[src/rtl/spdif_lock_ctrl.sv]
// spdif_lock_ctrl: measures the S/PDIF unit interval from edge lengths, programs decoder
// thresholds, confirms subframe sync spacing and supervises lock / loss of signal.
module spdif_lock_ctrl #(
  parameter int LEN_W       = 8,
  parameter int MEAS_EDGES  = 64,
  parameter int SYNC_NEEDED = 4,
  parameter int ERR_LIMIT   = 8,
  parameter int MIN_UI      = 4,
  parameter int TIMEOUT     = 1023,
  parameter int T1_RST      = 20,
  parameter int T2_RST      = 38,
  parameter int T3_RST      = 42
) (
  input  logic             clk_in,
  input  logic             resetb,
  input  logic             edge_valid,
  input  logic [LEN_W-1:0] edge_len,
  output logic [LEN_W-1:0] thr_t1,
  output logic [LEN_W-1:0] thr_t2,
  output logic [LEN_W-1:0] thr_t3,
  output logic             dec_run,
  output logic             dec_restart,
  output logic             audio_locked,
  output logic             sync_pulse,
  output logic [1:0]       lock_state
);
  localparam int CW = $clog2(MEAS_EDGES + 1);
  localparam int GW = $clog2(SYNC_NEEDED + 1);
  localparam int EW = $clog2(ERR_LIMIT + 2) + 1;
  localparam int TW = $clog2(TIMEOUT + 1);
  localparam int XW = LEN_W + 2;

  typedef enum logic [1:0] {IDLE, MEASURE, CONFIRM, LOCKED} state_t;

  state_t           state, state_n;
  logic [LEN_W-1:0] min_len, min_n, min_upd, t4, t4_n, t1_n, t2_n, t3_n;
  logic [CW-1:0]    edge_cnt, cnt_n;
  logic [6:0]       acc, acc_n, acc_new, acc_upd;
  logic [GW-1:0]    good_cnt, good_n, good_inc;
  logic [EW-1:0]    err, err_n, err_upd, err_up, err_dec;
  logic [EW:0]      err_add;
  logic [TW-1:0]    idle_cnt, idle_n;
  logic             anchored, anch_n, restart_n, pulse_n, run_n, lock_n;
  logic [XW-1:0]    uw, d1, d2, d3, d4;
  logic [1:0]       ui;
  logic             is_short, is_mid, is_long, invalid, preamble, good_sync, bad_sync, anchor, timeout;

  function automatic logic [LEN_W-1:0] sat(input logic [XW-1:0] v);
    return |v[XW-1:LEN_W] ? '1 : v[LEN_W-1:0];
  endfunction

  assign min_upd = edge_len < min_len ? edge_len : min_len;
  assign uw = XW'(min_upd);
  assign d1 = uw + (uw >> 1);
  assign d2 = (uw << 1) + (uw >> 1);
  assign d3 = (uw << 1) + uw - (uw >> 2);
  assign d4 = (uw << 1) + uw + (uw >> 1);

  // Short/mid take priority so a degenerate threshold set never double-classifies.
  assign is_short  = edge_len <= thr_t1;
  assign is_mid    = !is_short && edge_len <= thr_t2;
  assign is_long   = !is_short && !is_mid && edge_len > thr_t3 && edge_len <= t4;
  assign invalid   = !(is_short || is_mid || is_long);
  assign ui        = is_short ? 2'd1 : is_mid ? 2'd2 : is_long ? 2'd3 : 2'd0;
  assign acc_new   = acc + {5'd0, ui};
  assign preamble  = acc_new < 7'd8;
  assign good_sync = is_long && acc_new == 7'd64;
  assign bad_sync  = is_long ? !preamble && !good_sync : !invalid && acc_new > 7'd72;
  assign anchor    = is_long && !preamble && !anchored && good_cnt == '0;
  assign acc_upd   = invalid ? acc : (is_long && preamble) || (!is_long && !bad_sync) ? acc_new : 7'd0;
  assign good_inc  = good_cnt + GW'(1);

  assign err_add = {1'b0, err} + (EW+1)'(2);
  assign err_up  = err_add[EW] ? '1 : err_add[EW-1:0];
  assign err_dec = err == '0 ? '0 : err - EW'(1);
  assign err_upd = (invalid || bad_sync) ? err_up : good_sync ? err_dec : err;

  assign timeout = !edge_valid && idle_cnt == TW'(TIMEOUT - 1);
  assign lock_state = state;

  always_comb begin
    state_n   = state;
    min_n     = min_len;
    cnt_n     = edge_cnt;
    acc_n     = acc;
    good_n    = good_cnt;
    err_n     = err;
    anch_n    = anchored;
    t1_n      = thr_t1;
    t2_n      = thr_t2;
    t3_n      = thr_t3;
    t4_n      = t4;
    restart_n = 1'b0;
    pulse_n   = 1'b0;
    idle_n    = (edge_valid || timeout) ? '0 : idle_cnt + TW'(1);
    if (timeout)
      state_n = IDLE;
    else if (edge_valid)
      case (state)
        IDLE: begin
          state_n = MEASURE;
          cnt_n   = '0;
          min_n   = '1;
        end
        MEASURE: begin
          min_n = min_upd;
          cnt_n = edge_cnt + CW'(1);
          if (edge_cnt == CW'(MEAS_EDGES - 1)) begin
            cnt_n = '0;
            min_n = '1;
            if (min_upd >= LEN_W'(MIN_UI)) begin
              state_n   = CONFIRM;
              t1_n      = sat(d1);
              t2_n      = sat(d2);
              t3_n      = sat(d3);
              t4_n      = sat(d4);
              acc_n     = '0;
              good_n    = '0;
              anch_n    = 1'b0;
              restart_n = 1'b1;
            end
          end
        end
        CONFIRM: begin
          acc_n = acc_upd;
          if (anchor) begin
            acc_n  = '0;
            anch_n = 1'b1;
          end else if (invalid || bad_sync) begin
            state_n = MEASURE;
            cnt_n   = '0;
            min_n   = '1;
          end else if (good_sync) begin
            good_n = good_inc;
            if (good_inc == GW'(SYNC_NEEDED)) begin
              state_n = LOCKED;
              err_n   = '0;
            end
          end
        end
        default: begin
          acc_n   = acc_upd;
          err_n   = err_upd;
          pulse_n = good_sync;
          if (err_upd >= EW'(ERR_LIMIT)) begin
            state_n = MEASURE;
            cnt_n   = '0;
            min_n   = '1;
          end
        end
      endcase
    run_n  = state_n == CONFIRM || state_n == LOCKED;
    lock_n = state_n == LOCKED;
  end

  always_ff @(posedge clk_in or negedge resetb)
    if (!resetb) begin
      state        <= IDLE;
      min_len      <= '1;
      edge_cnt     <= '0;
      acc          <= '0;
      good_cnt     <= '0;
      err          <= '0;
      anchored     <= 1'b0;
      idle_cnt     <= '0;
      thr_t1       <= LEN_W'(T1_RST);
      thr_t2       <= LEN_W'(T2_RST);
      thr_t3       <= LEN_W'(T3_RST);
      t4           <= '1;
      dec_run      <= 1'b0;
      dec_restart  <= 1'b0;
      audio_locked <= 1'b0;
      sync_pulse   <= 1'b0;
    end else begin
      state        <= state_n;
      min_len      <= min_n;
      edge_cnt     <= cnt_n;
      acc          <= acc_n;
      good_cnt     <= good_n;
      err          <= err_n;
      anchored     <= anch_n;
      idle_cnt     <= idle_n;
      thr_t1       <= t1_n;
      thr_t2       <= t2_n;
      thr_t3       <= t3_n;
      t4           <= t4_n;
      dec_run      <= run_n;
      dec_restart  <= restart_n;
      audio_locked <= lock_n;
      sync_pulse   <= pulse_n;
    end
endmodule

[config.mk]
export PLATFORM = sky130hd
export DESIGN_NAME = spdif_lock_ctrl
export DESIGN_NICKNAME = d
export VERILOG_FILES = /design/src/rtl/spdif_lock_ctrl.sv
export SDC_FILE = /design/constraint.sdc
export NUM_CORES = 1
export LEC_CHECK = 0
export CAP_MARGIN = 20
export CORE_MARGIN = 2
export CORE_UTILIZATION = 56
export CTS_BUF_LIST = sky130_fd_sc_hd__clkbuf_4
export DETAILED_ROUTE_END_ITERATION = 10
export GPL_TIMING_DRIVEN = 0
export PLACE_DENSITY = 0.87
export SETUP_SLACK_MARGIN = 0.5
export SYNTH_ARGS = -nofsm -noshare
export SYNTH_HDL_FRONTEND = slang
export SYNTH_SLANG_ARGS = --single-unit
[constraint.sdc]
create_clock -name clk_in -period 5.18 [get_ports clk_in]
set_input_delay 1.036 -clock clk_in [delete_from_list [all_inputs] [get_ports clk_in]]
set_output_delay 1.036 -clock clk_in [all_outputs]
set_load 0.01 [all_outputs]
==> out/qor.csv, run 1 <==
metric,value,unit
outcome,finished with violations,
violations,DRC,
wl_per_cell,23.2,um
drv_cap,0,
synth.net_count,824,
dp.final_hpwl,12.6,mm
fin_crit,5.06,ns
endpoint,t4[3],
p_per_area,494,nW/um^2
grt_antenna_before_repair,1,
grt_setup_unrepaired,true,
synthCells,720,
cp_num_cells,24,
drc,1,
totalWireLength,23.0,mm
critPathRequiredTime,5.55,ns
cpLargestDelayFamily,compound AO/OA/AOI/OAI gates,
max_freq,0.198,GHz
dp.cells,904,
track_usage,29.6,%
critical_path_class,in -> reg,
fillers,659,
crit_slowest_cell,fa_1,
cts_num_sinks,79,
viasPerCell,6.72,
synth_cell_type_count,77,
grt_pass1_wl,29.6,mm
drt_iter0_drc,783,
overflow,0,
synth_area_per_cell,8.97,um^2
path_max_fanout,7,
synth-seq-cells,79,
vias,6644,
setup_viol,0,
drive_gt1_share,30.7,%
regToRegSetupSlack,0.15,ns
min_path_type,in -> async,
htreeDepth,3,
whs,0.428,ns
synth_area,6460,um^2
ir_drop,0.000682,V
max_stage_delay,0.47,ns
clockBufferDepth,2,
hold_viol,0,
ant_nets,0,
timing.setup.tns,0,ns
cts_root_buf,clkbuf_4,
clock_latency,0.48,ns
final_common_cell,nor2_1,
fin_crit_sh,97.7,%
utilization,75.7,%
num_rows,39,
relSlewSlack,44.9,%
synth.yosys.seq_area_share,31.1,%
cts_tree,yes,
cp-startpoint,edge_len[1],
layout_common_cells,"71 x nor2_1, 70 x ha_1, 64 x inv_1, 58 x buf_4, 55 x dfrtp_1",
nNetsFinal,943,
clk_pin_slew,0.15,ns
cts_buffers,9,
yosysWarnings,0,
reg2reg_depth,24,
r2r-start,min_len[1],
worst-slew-pin-transition,0.826,ns
critPathBufInv,5,
initial_core_util,57.1,%
slew_viol_final,0,
firstDrtPassIters,11,
fin_cells,988,
die_area,12400,um^2
end_kind,flop,
p_leak,3.79,nW
multiInputGateArea,4830,um^2
synth_edf_count,0,
gp_congestion,0.944,
reg2reg_to,t4[3],
ff_latch_area,2010,um^2
grt_max_degree,61,
io_buffers,40,
worstPathArrival,5.43,ns
die_w,111,um
coreArea,11300,um^2
area_growth,32.7,%
ios,41,
cp-start-kind,input pin,
die_height,111,um
async_flop_share,100,%
first_global_vias,6174,
clock_skew,0.0416,ns
crit_chain,buf_12 -> ha_4 -> a21boi_2 -> o21a_1 -> o21ai_2 -> a221oi_4 -> buf_12 -> mux2i_4 -> inv_2 -> ha_4 -> inv_4 -> fa_1 -> inv_2 -> ha_4 -> nor2b_4 -> o21ai_4 -> a21boi_2 -> o21ai_2 -> a21boi_2 -> o21ai_2 -> nand2b_4 -> mux2i_4 -> nand2_4 -> a2bb2oi_1,
synthFlopType,dfrtp_1,
## report_power, final
part | leakage, nW | internal (mW) | switching [mW]
registers | 0.976 | 0.698 | 0.0859
logic | 2.74 | 1.45 | 1.59
clock network | 0.0743 | 0.155 | 0.248
## logic make-up (layout without fill, tap and decap cells)
group / Yosys count / in the layout / share of synthesized area (%)
other: 0 / 1 / 0
AO/OA/AOI/OAI: 188 / 188 / 20.4
AND/OR/NAND/NOR: 222 / 222 / 16.8
XOR/XNOR: 31 / 31 / 4.72
multiplexers: 14 / 14 / 2.56
buffers and inverters: 93 / 217 / 5.89
adder cells (fa/ha/maj): 93 / 93 / 18.6
flip-flops: 79 / 79 / 31.1
## worst reg2reg max path, stage by stage, from the launching register on
cell and delay (ns):
dfstp_2 0.58, inv_1 0.08, ha_4 0.27, a21boi_2 0.14, o21a_1 0.18, o21ai_2 0.09, a221oi_4 0.33, buf_12 0.18
mux2i_4 0.28, inv_2 0.11, ha_4 0.19, inv_4 0.06, fa_1 0.47, inv_2 0.15, ha_4 0.24, nor2b_4 0.15
o21ai_4 0.19, a21boi_2 0.11, o21ai_2 0.18, a21boi_2 0.09, o21ai_2 0.18, nand2b_4 0.16, mux2i_4 0.08, nand2_4 0.17
a2bb2oi_1 0.31
## through the flow
stage	total power [mW]	worst slack, ns	cell area [um^2]
floorplan	2.21	-0.00230	6620
global placement	2.50	-1.46	7200
detailed placement	2.58	-1.59	7220
CTS	3.42	0.487	7910
global route	4.38	0.0546	8570
finish	4.23	0.118	8570
## per-layer routing
metal	global-route usage [%]	share of wire, %	up-vias
met5	0	0	-
met4	14.8	7.4	0
met3	7.57	9.5	190
met2	50.6	49	501
met1	34.5	35	3152
li1	-	-	2801
## registers in the layout, indices dropped and copies added (netlist names)
register / cells
idle_cnt: 10
min_len: 8
t4: 8
thr_t1: 8
thr_t2: 8
thr_t3: 8
acc: 7
edge_cnt: 7
err: 5
good_cnt: 3
lock_state: 2
anchored: 1
audio_locked: 1
dec_restart: 1
dec_run: 1
sync_pulse: 1
## timing repair
| item | CTS | global route |
|---|---|---|
| pin swaps | 39 | 37 |
| gates cloned | 0 | 3 |
| gates resized for setup | 103 | 82 |
| buffers inserted | 37 | 27 |
| hold buffers | 0 | 0 |
| endpoints found under the setup margin | 69 | 55 |
## cell usage after synthesis, types with 4 or more instances
| cell type | instances | area [um^2] |
|---|---|---|
| nand4_1 | 13 | 81.3 |
| clkbuf_1 | 13 | 48.8 |
| xnor2_1 | 18 | 158 |
| nor2b_1 | 10 | 62.6 |
| fa_1 | 5 | 100 |
| a22oi_1 | 4 | 30.0 |
| nand2_1 | 47 | 176 |
| nand3_1 | 19 | 95.1 |
| nand2b_1 | 10 | 62.6 |
| xor2_1 | 10 | 87.6 |
| dfstp_2 | 24 | 631 |
| o211ai_1 | 5 | 37.5 |
| a21o_1 | 10 | 75.1 |
| dfrtp_1 | 55 | 1380 |
| a22o_1 | 4 | 35.0 |
| a31oi_1 | 29 | 181 |
| a21boi_0 | 4 | 30.0 |
| a21oi_1 | 36 | 180 |
| ha_1 | 88 | 1100 |
| a2bb2oi_1 | 5 | 43.8 |
| nor3_1 | 13 | 65.1 |
| mux2i_1 | 12 | 120 |
| or3_1 | 5 | 31.3 |
| o21a_1 | 10 | 75.1 |
| a211oi_1 | 5 | 37.5 |
| nor2_1 | 77 | 289 |
| o21ai_0 | 31 | 155 |
| and2_1 | 4 | 25.0 |
| inv_1 | 71 | 267 |
| and3_1 | 5 | 31.3 |
| nor3b_1 | 4 | 30.0 |
| o21bai_1 | 6 | 45.0 |
| buf_6 | 4 | 45.0 |
## cell type report
cell class | instances | area share [%]
Tap cell | 143 | 2.09
Buffer | 19 | 1.37
Clock buffer | 11 | 0.963
Antenna cell | 1 | 0.0292
Inverter | 74 | 3.30
Multi-Input combinational cell | 548 | 56.4
Timing Repair Buffer | 108 | 11.9
Sequential cell | 79 | 23.4
Clock inverter | 5 | 0.598
## worst min-delay path by stage
stage	start	to	slack, ns	cells past startpoint
detailed placement	idle_cnt[0]	idle_cnt[0]	0.48	1
global route	resetb	good_cnt[1]	0.44	1
global placement	idle_cnt[0]	idle_cnt[0]	0.47	1
floorplan	idle_cnt[0]	idle_cnt[0]	0.45	1
finish	resetb	err[4]	0.43	1
CTS	resetb	sync_pulse	0.44	1
Note: power is estimated with default switching activity, not from simulation.
==> run 2: changes to the inputs <==
- RECOVER_POWER: not set -> 50
==> run 2 against run 1 <==
Net effect: the flow finishes with violations (capacitance limit, slew limit); clock power about the same; register-to-register slack about the same; routed wire length grew 0.26%; cell count unchanged; first-iteration DRC count fell by 0.26%; non-clock buffer count stayed put; core utilization down 0.19 points; highest routed layer unchanged.
==> out/qor.csv, run 2 (same netlist as run 1, synthesis figures left out) <==
metric,value,unit,change
outcome,finished with violations,,
violations,"capacitance limit, slew limit",,
cts_root_buf,clkbuf_4,,
r2r-start,min_len[1],,
hp-start,idle_cnt[0],,
grt_setup_unrepaired,true,,
ant_nets,0,,unchanged
dp.final_hpwl,12.6,mm,unchanged
p_per_area,495,nW/um^2,+0.25%
cp-start-kind,input pin,,
worstPathArrival,5.43,ns,about the same
clock_skew,0.0449,ns,+0.00333 ns
num_rows,39,,unchanged
io_buffers,40,,unchanged
totalWireLength,23.0,mm,+0.26%
drive_gt1_share,30.5,%,-0.24 points
met3_usage,7.57,%,unchanged
critPathRequiredTime,5.55,ns,about the same
grt_util_met1,34.5,%,unchanged
place_area,7220,um^2,unchanged
regToRegSetupSlack,0.16,ns,about the same
area_growth,32.4,%,
drc,0,,-1
grt_pass1_wl,29.6,mm,unchanged
hold_end,idle_cnt[0],,
reg2reg_to,t4[3],,
clk_pin_slew,0.15,ns,about the same
drv_cap,1,,+1
setup_viol,0,,unchanged
min_path_type,reg -> reg,,
clockBufferDepth,2,,unchanged
nNetsFinal,943,,unchanged
ios,41,,unchanged
htreeDepth,3,,unchanged
die_height,111,um,unchanged
final_common_cell,nor2_1,,
clock_latency,0.48,ns,about the same
cts_num_sinks,79,,unchanged
viasPerCell,6.73,,about the same
grt_most_used_layer,met2,,
die_area,12400,um^2,unchanged
ir_drop,0.000683,V,about the same
grt_antenna_before_repair,1,,unchanged
overflow,0,,unchanged
min_path_cells,1,,
cts_hold_buf,0,,unchanged
fin_crit_sh,97.5,%,-0.19 points
drt_iter0_drc,781,,-0.26%
hold_viol,0,,unchanged
fillers,664,,+0.76%
vias,6646,,+0.030%
coreArea,11300,um^2,unchanged
end_kind,flop,,
gp_congestion,0.944,,unchanged
wl_per_cell,23.3,um,+0.26%
p_leak,3.79,nW,about the same
regMostFlops,idle_cnt,,
cts_buffers,9,,unchanged
first_global_vias,6174,,unchanged
worst-slew-pin-transition,2.82,ns,+1.99 ns
path_max_fanout,7,,unchanged
grtUsageMet2,50.6,%,unchanged
die_w,111,um,unchanged
timing.setup.tns,0,ns,unchanged
grt_max_degree,61,,unchanged
track_usage,29.6,%,unchanged
fin_crit,5.05,ns,-0.00987 ns
cts_tree,yes,,
max_freq,0.198,GHz,+0.20%
firstDrtPassIters,9,,-2
final_cell_area,8550,um^2,-0.25%
relSlewSlack,-87.9,%,-130 points
critical_path_class,in -> reg,,
slew_viol_final,61,,+61
reg2reg_depth,24,,unchanged
initial_core_util,57.1,%,unchanged
largest_reg_flops,10,,unchanged
layout_common_cells,"71 x nor2_1, 70 x ha_1, 64 x inv_1, 57 x buf_4, 55 x dfrtp_1",,
[run 2: cell type report]
class / count / area [um^2] / area share (%)
Clock inverter: 5 / 51.3 / 0.600
Buffer: 19 / 118 / 1.38
Multi-Input combinational cell: 548 / 4830 / 56.5
Antenna cell: 1 / 2.50 / 0.0293
Tap cell: 143 / 179 / 2.09
Sequential cell: 79 / 2010 / 23.5
Timing Repair Buffer: 108 / 995 / 11.6
Inverter: 74 / 283 / 3.31
Clock buffer: 11 / 82.6 / 0.966
[run 2: worst max path at each step]
| stage | from | end | slack (ns) | cells after the start |
|---|---|---|---|---|
| global placement | edge_len[1] | t4[7] | -1.46 | 19 |
| detailed placement | edge_len[1] | t4[7] | -1.59 | 23 |
| finish | edge_len[1] | t4[3] | 0.13 | 24 |
| global route | edge_len[1] | t4[3] | 0.05 | 24 |
| floorplan | edge_len[1] | thr_t3[2] | -0.002 | 20 |
| CTS | edge_len[1] | min_len[6] | 0.49 | 21 |
[run 2: layer usage]
layer | part of all wire (%) | vias up
met3 | 9.7 | 198
met4 | 7.7 | 0
met1 | 34 | 3145
li1 | - | 2804
met5 | 0 | -
met2 | 48 | 499
[run 2: repair_timing]
item                       CTS  global route
pin swaps                   39            37
resized for setup          103            82
setup buffers               37            27
cloned                       0             3
hold endpoints to repair     0             0
setup endpoints to repair   69            55
[run 2: where the power goes]
part | internal, mW | total [mW] | leakage [nW] | switching (mW)
combinational | 1.45 | 3.04 | 2.73 | 1.59
sequential | 0.698 | 0.785 | 0.976 | 0.0865
clock | 0.155 | 0.404 | 0.0743 | 0.249
total | 2.30 | 4.23 | 3.79 | 1.93
[run 2: metrics by stage]
| stage | total power, mW | setup WS (ns) | utilization (%) | hold slack [ns] | std cells |
|---|---|---|---|---|---|
| after floorplan | 2.21 | -0.00230 | - | 0.454 | 720 |
| after global placement | 2.50 | -1.46 | 63.6 | 0.469 | 903 |
| after detailed placement | 2.58 | -1.59 | 63.8 | 0.479 | 904 |
| after CTS | 3.42 | 0.487 | 69.9 | 0.435 | 957 |
| after global routing | 4.38 | 0.0546 | 75.5 | 0.540 | 988 |
| final | 4.23 | 0.128 | 75.5 | 0.497 | 988 |
[run 2: worst max-delay path: stages]
cell and delay [ns]:
buf_12 0.12, ha_4 0.25, a21boi_2 0.14, o21a_1 0.18, o21ai_2 0.09, a221oi_4 0.32, buf_12 0.18, mux2i_4 0.28
inv_2 0.11, ha_4 0.19, inv_4 0.06, fa_1 0.47, inv_2 0.15, ha_4 0.23, nor2b_4 0.15, o21ai_4 0.19
a21boi_2 0.11, o21ai_2 0.18, a21boi_2 0.09, o21ai_2 0.18, nand2b_4 0.16, mux2i_4 0.08, nand2_4 0.17, a2bb2oi_1 0.31
==> run 3: changes to the inputs <==
- CORE_MARGIN: 2 -> 5
==> run 3 against run 2 <==
Net effect: the flow still finishes with violations (capacitance limit, slew limit); sequential power hardly changed; core utilization is 1.3 points lower; die area increased by 11%; cell count decreased by 0.10%; via count shrank 2.6%; routed wire length fell by 3.2%.
==> out/qor.csv, run 3 (same netlist as run 1, synthesis figures left out) <==
metric,value,unit,change
hold_viol,0,,unchanged
drt_iter0_drc,771,,-1.3%
relSlewSlack,-137,%,-49 points
overflow,0,,unchanged
critPathRequiredTime,5.60,ns,+0.05 ns
power.total,3.97,mW,-6.3%
clock_latency,0.50,ns,+0.02 ns
violations,"capacitance limit, slew limit",,
die_area,13800,um^2,+11%
cts_num_sinks,79,,unchanged
firstDrtPassIters,5,,-4
largest_reg_flops,10,,unchanged
totalWireLength,22.3,mm,-3.2%
cts_tree,yes,,
gp_congestion,0.899,,-4.8%
clockBufferDepth,2,,unchanged
cts_buffers,9,,unchanged
fin_cells,987,,-0.10%
ir_drop,0.000600,V,-12%
grtUsageMet2,47.7,%,-2.9 points
ant_nets,0,,unchanged
htreeDepth,3,,unchanged
p_per_area,470,nW/um^2,-5.1%
ios,41,,unchanged
wl_per_cell,22.6,um,-3.1%
fin_crit,5.02,ns,-0.0319 ns
slew_viol_final,73,,+20%
reg2reg_to,thr_t3[1],,
r2r-start,min_len[1],,
grt_max_degree,73,,+20%
track_usage,28.5,%,-1.1 points
drive_gt1_share,28.4,%,-2.1 points
max_freq,0.199,GHz,+0.63%
area_growth,30.6,%,
fin_crit_sh,96.9,%,-0.62 points
worst-slew-pin-transition,3.55,ns,+0.733 ns
grt_most_used_layer,met2,,
die_w,117,um,+5.4%
first_global_vias,6382,,+3.4%
whs,0.446,ns,-0.0516 ns
nNetsFinal,942,,-0.11%
clock_skew,0.0324,ns,-0.0125 ns
outcome,finished with violations,,
cp-startpoint,edge_len[1],,
critical_path_class,in -> reg,,
timing.setup.tns,0,ns,unchanged
end_kind,flop,,
die_height,117,um,+5.4%
grt_antenna_before_repair,1,,unchanged
path_max_fanout,8,,+1
dp.cells,904,,unchanged
initial_core_util,56.8,%,-0.24 points
setup_viol,0,,unchanged
p_leak,3.77,nW,-0.49%
vias,6476,,-2.6%
dp.final_hpwl,12.7,mm,+0.42%
viasPerCell,6.56,,-2.5%
cts_root_buf,clkbuf_4,,
min_path_type,in -> async,,
worstPathArrival,5.44,ns,about the same
met3_usage,7.12,%,-0.44 points
regToRegSetupSlack,0.18,ns,+0.02 ns
grt_pass1_wl,32.3,mm,+8.8%
num_rows,39,,unchanged
cp-start-kind,input pin,,
drv_cap,1,,unchanged
reg2reg_depth,21,,-13%
grt_setup_unrepaired,true,,
io_buffers,40,,unchanged
grt_util_met1,33.2,%,-1.3 points
layout_common_cells,"74 x nor2_1, 72 x ha_1, 65 x inv_1, 62 x buf_4, 55 x dfrtp_1",,
final_cell_area,8440,um^2,-1.3%
drc,0,,unchanged
final_common_cell,nor2_1,,
coreArea,11400,um^2,+0.43%
place_area,7220,um^2,unchanged
clk_pin_slew,0.14,ns,about the same
regMostFlops,idle_cnt,,
[run 3: changes by cell type in the layout (fill, tap and decap cells not counted), sizes merged]
cell    previous run  this run
buf               77        78
bufinv             1         3
clkbuf            29        25
clkinv             3         4
inv               74        73
[run 3: how the worst max path moves through the flow]
stage,to,cells past startpoint
floorplan,thr_t3[2],20
global placement,t4[7],18
detailed placement,t4[3],23
CTS,thr_t3[2],22
global route,thr_t3[2],20
finish,thr_t3[1],21
[run 3: layer usage]
| metal | up-vias | routed length (um) |
|---|---|---|
| met5 | - | 0 |
| met4 | 0 | 1620 |
| met3 | 155 | 1800 |
| met2 | 417 | 10600 |
| met1 | 3110 | 8280 |
| li1 | 2794 | - |
[run 3: critical path, cell delays in order]
cell      delay, ns
buf_12         0.12
ha_4           0.25
a21boi_2       0.15
o21a_1         0.17
o21ai_2        0.09
a221oi_4       0.32
buf_12         0.18
mux2i_4        0.28
buf_4          0.21
ha_1           0.33
ha_1           0.35
a21o_1         0.23
a21o_1         0.20
and2_4         0.15
o21ai_2        0.14
nand2b_1       0.11
a211oi_2       0.27
nand3b_1       0.23
xnor2_4        0.35
buf_4          0.19
a31oi_4        0.08
[run 3: power by group]
part           switching (mW)  total [mW]  internal [mW]
Clock                   0.255       0.495          0.241
Combinational            1.44        2.68           1.25
Sequential             0.0883       0.787          0.699
[run 3: timing repair]
item	CTS	global route
cloned	0	2
endpoints found under the setup margin	69	64
hold buffers	0	0
gates resized for setup	104	58
pin swaps	42	35
setup buffers	39	25
[run 3: through the flow]
stage	setup WS, ns	utilization, %
floorplan	-0.00230	-
global placement	-1.45	63.3
detailed placement	-1.62	63.5
CTS	0.473	70.4
global route	0.0766	74.2
finish	0.159	74.2
[run 3: cell type report]
type	instances	area, um^2
buffer	19	120
fill	676	2930
tap	143	179
multi-input combinational	548	4700
clock inverter	7	111
inverter	74	285
sequential	79	2010
clock buffer	9	67.6
timing repair buffer	107	966
antenna	1	2.50
==> edit (settings of run 1) <==
`T1_RST`: 20 -> 19.
--- a/src/rtl/spdif_lock_ctrl.sv
+++ b/src/rtl/spdif_lock_ctrl.sv
@@ -7,7 +7,7 @@
   parameter int ERR_LIMIT   = 8,
   parameter int MIN_UI      = 4,
   parameter int TIMEOUT     = 1023,
-  parameter int T1_RST      = 20,
+  parameter int T1_RST      = 19,
   parameter int T2_RST      = 38,
   parameter int T3_RST      = 42
 ) (
Behaviour: not the same (a bounded check fails within 4 cycles, from zero or initial values and one cycle with resetb low).
==> edit against run 1 <==
- maximum frequency rose by 0.57%
- sequential power barely moved
- sequential share of layout area fell by 0.36 points
- synthesized area barely moved
- wire length rose by 2.7%
- clock power fell by 8.4%
- design area rose by 1.6%
- setup slack improved by 0.029 ns
- utilization rose by 1.2 points
- total power fell by 3.0%
- synthesized cell count did not move
- largest power group unchanged
- sequential cell count did not move
==> edit: results (changes against run 1) <==
- First-pass GRT wire length: 30200 um (was 29600 um)
- Detailed Route WL: 23600 um (was 23000 um)
- Non-filler cells, final: 993 (was 988)
- Placed Instance Area: 7220 sq um (about the same)
- DRT iter0 DRCs: 848 (was 783)
- Layout non-clock buf frac: 13.4% (was 13.2%)
- WL met1: 8570 um (was 7930 um)
- Post-placement worst setup slack: -1.54 ns (was -1.59 ns)
- Met2 Track Usage GR: 51.6% (was 50.6%)
- Multi-input combinational area share: 56.8% (was 56.4%)
- Slew HR: 51.1% (was 44.9%)
- Tcrit/Tclk final: 97.2% (was 97.7%)
- Initial DRT Pass Iterations: 6 (was 11)
- CP max-delay cell: ha_1 (was fa_1)
- # fillers: 619 (was 659)
- Number of global-route vias before repair: 6203 (was 6174)
- DP Wirelength: 12300 um (was 12600 um)
- Crit path DAT: 5.48 ns (was 5.43 ns)
- Synth Area per Inst: 8.98 sq um (was 8.97 sq um)
- Comb pwr: 2.95 mW (was 3.04 mW)
- Setup Skew: 0.0306 ns (was 0.0416 ns)
- Register area: 2010 sq um (about the same)
- Peak VDD IR: 654 uV (was 682 uV)
- Post-synthesis mux area share: 2.56% (about the same)
- Pleak: 3.76 nW (was 3.79 nW)
- Outcome: complete, no violations (was finished with violations)
- Post-synthesis adder-cell area fraction: 18.6% (about the same)
- CP max stage delay: 0.37 ns (was 0.47 ns)
- Sw Share: 46.8% (was 45.5%)
- Buffers outside the clock class: 131 (was 127)
- Pwr Density: 471 nW/um^2 (was 494 nW/um^2)
- Compound-Gate Fraction of Synth Area: 20.4% (about the same)
- DR WL met3: 2140 um (was 2170 um)
- Met3 usage: 5.28% (was 7.57%)
- Synth cell count leaders: ha_1, nor2_1, inv_1 (unchanged)
- Post-Synth XOR/XNOR Area: 4.72% (was 4.73%)
- Routability cong.: 0.879 (was 0.944)
- Final net count: 947 (was 943)
- Clk_lat worst skew: 0.54 ns (was 0.48 ns)
==> edit: cell count changes in the layout (fill, tap and decap cells not counted), moves of 3 or more <==
cell               run 1  this run
ha_1                  70        60
ha_4                  15        24
buf_4                 58        63
clkinvlp_4             1         5
a21oi_1               25        28
inv_1                 64        61
nor2_2                 5         2
nor2_4                 1         4
nor2b_1                9         6
nor3_2                 4         1
==> edit: worst paths after layout <==
| check | from | endpoint | cells past startpoint |
|---|---|---|---|
| worst max-delay path | edge_len[1] | t4[1] | 24 |
| worst min register to register | t4[5] | t4[5] | 2 |
| worst min-delay path | resetb | sync_pulse | 1 |
| worst max register to register | min_len[1] | t4[1] | 24 |
| max in group asynchronous | resetb | thr_t1[1] | 2 |
| min in group clk_in | t4[5] | t4[5] | 2 |
==> edit: repair_timing <==
action,in CTS,in global routing
gates resized for setup,98,103
hold buffers,0,0
pin swaps,24,50
gates cloned,1,1
setup endpoints to repair,68,62
setup buffers,39,30
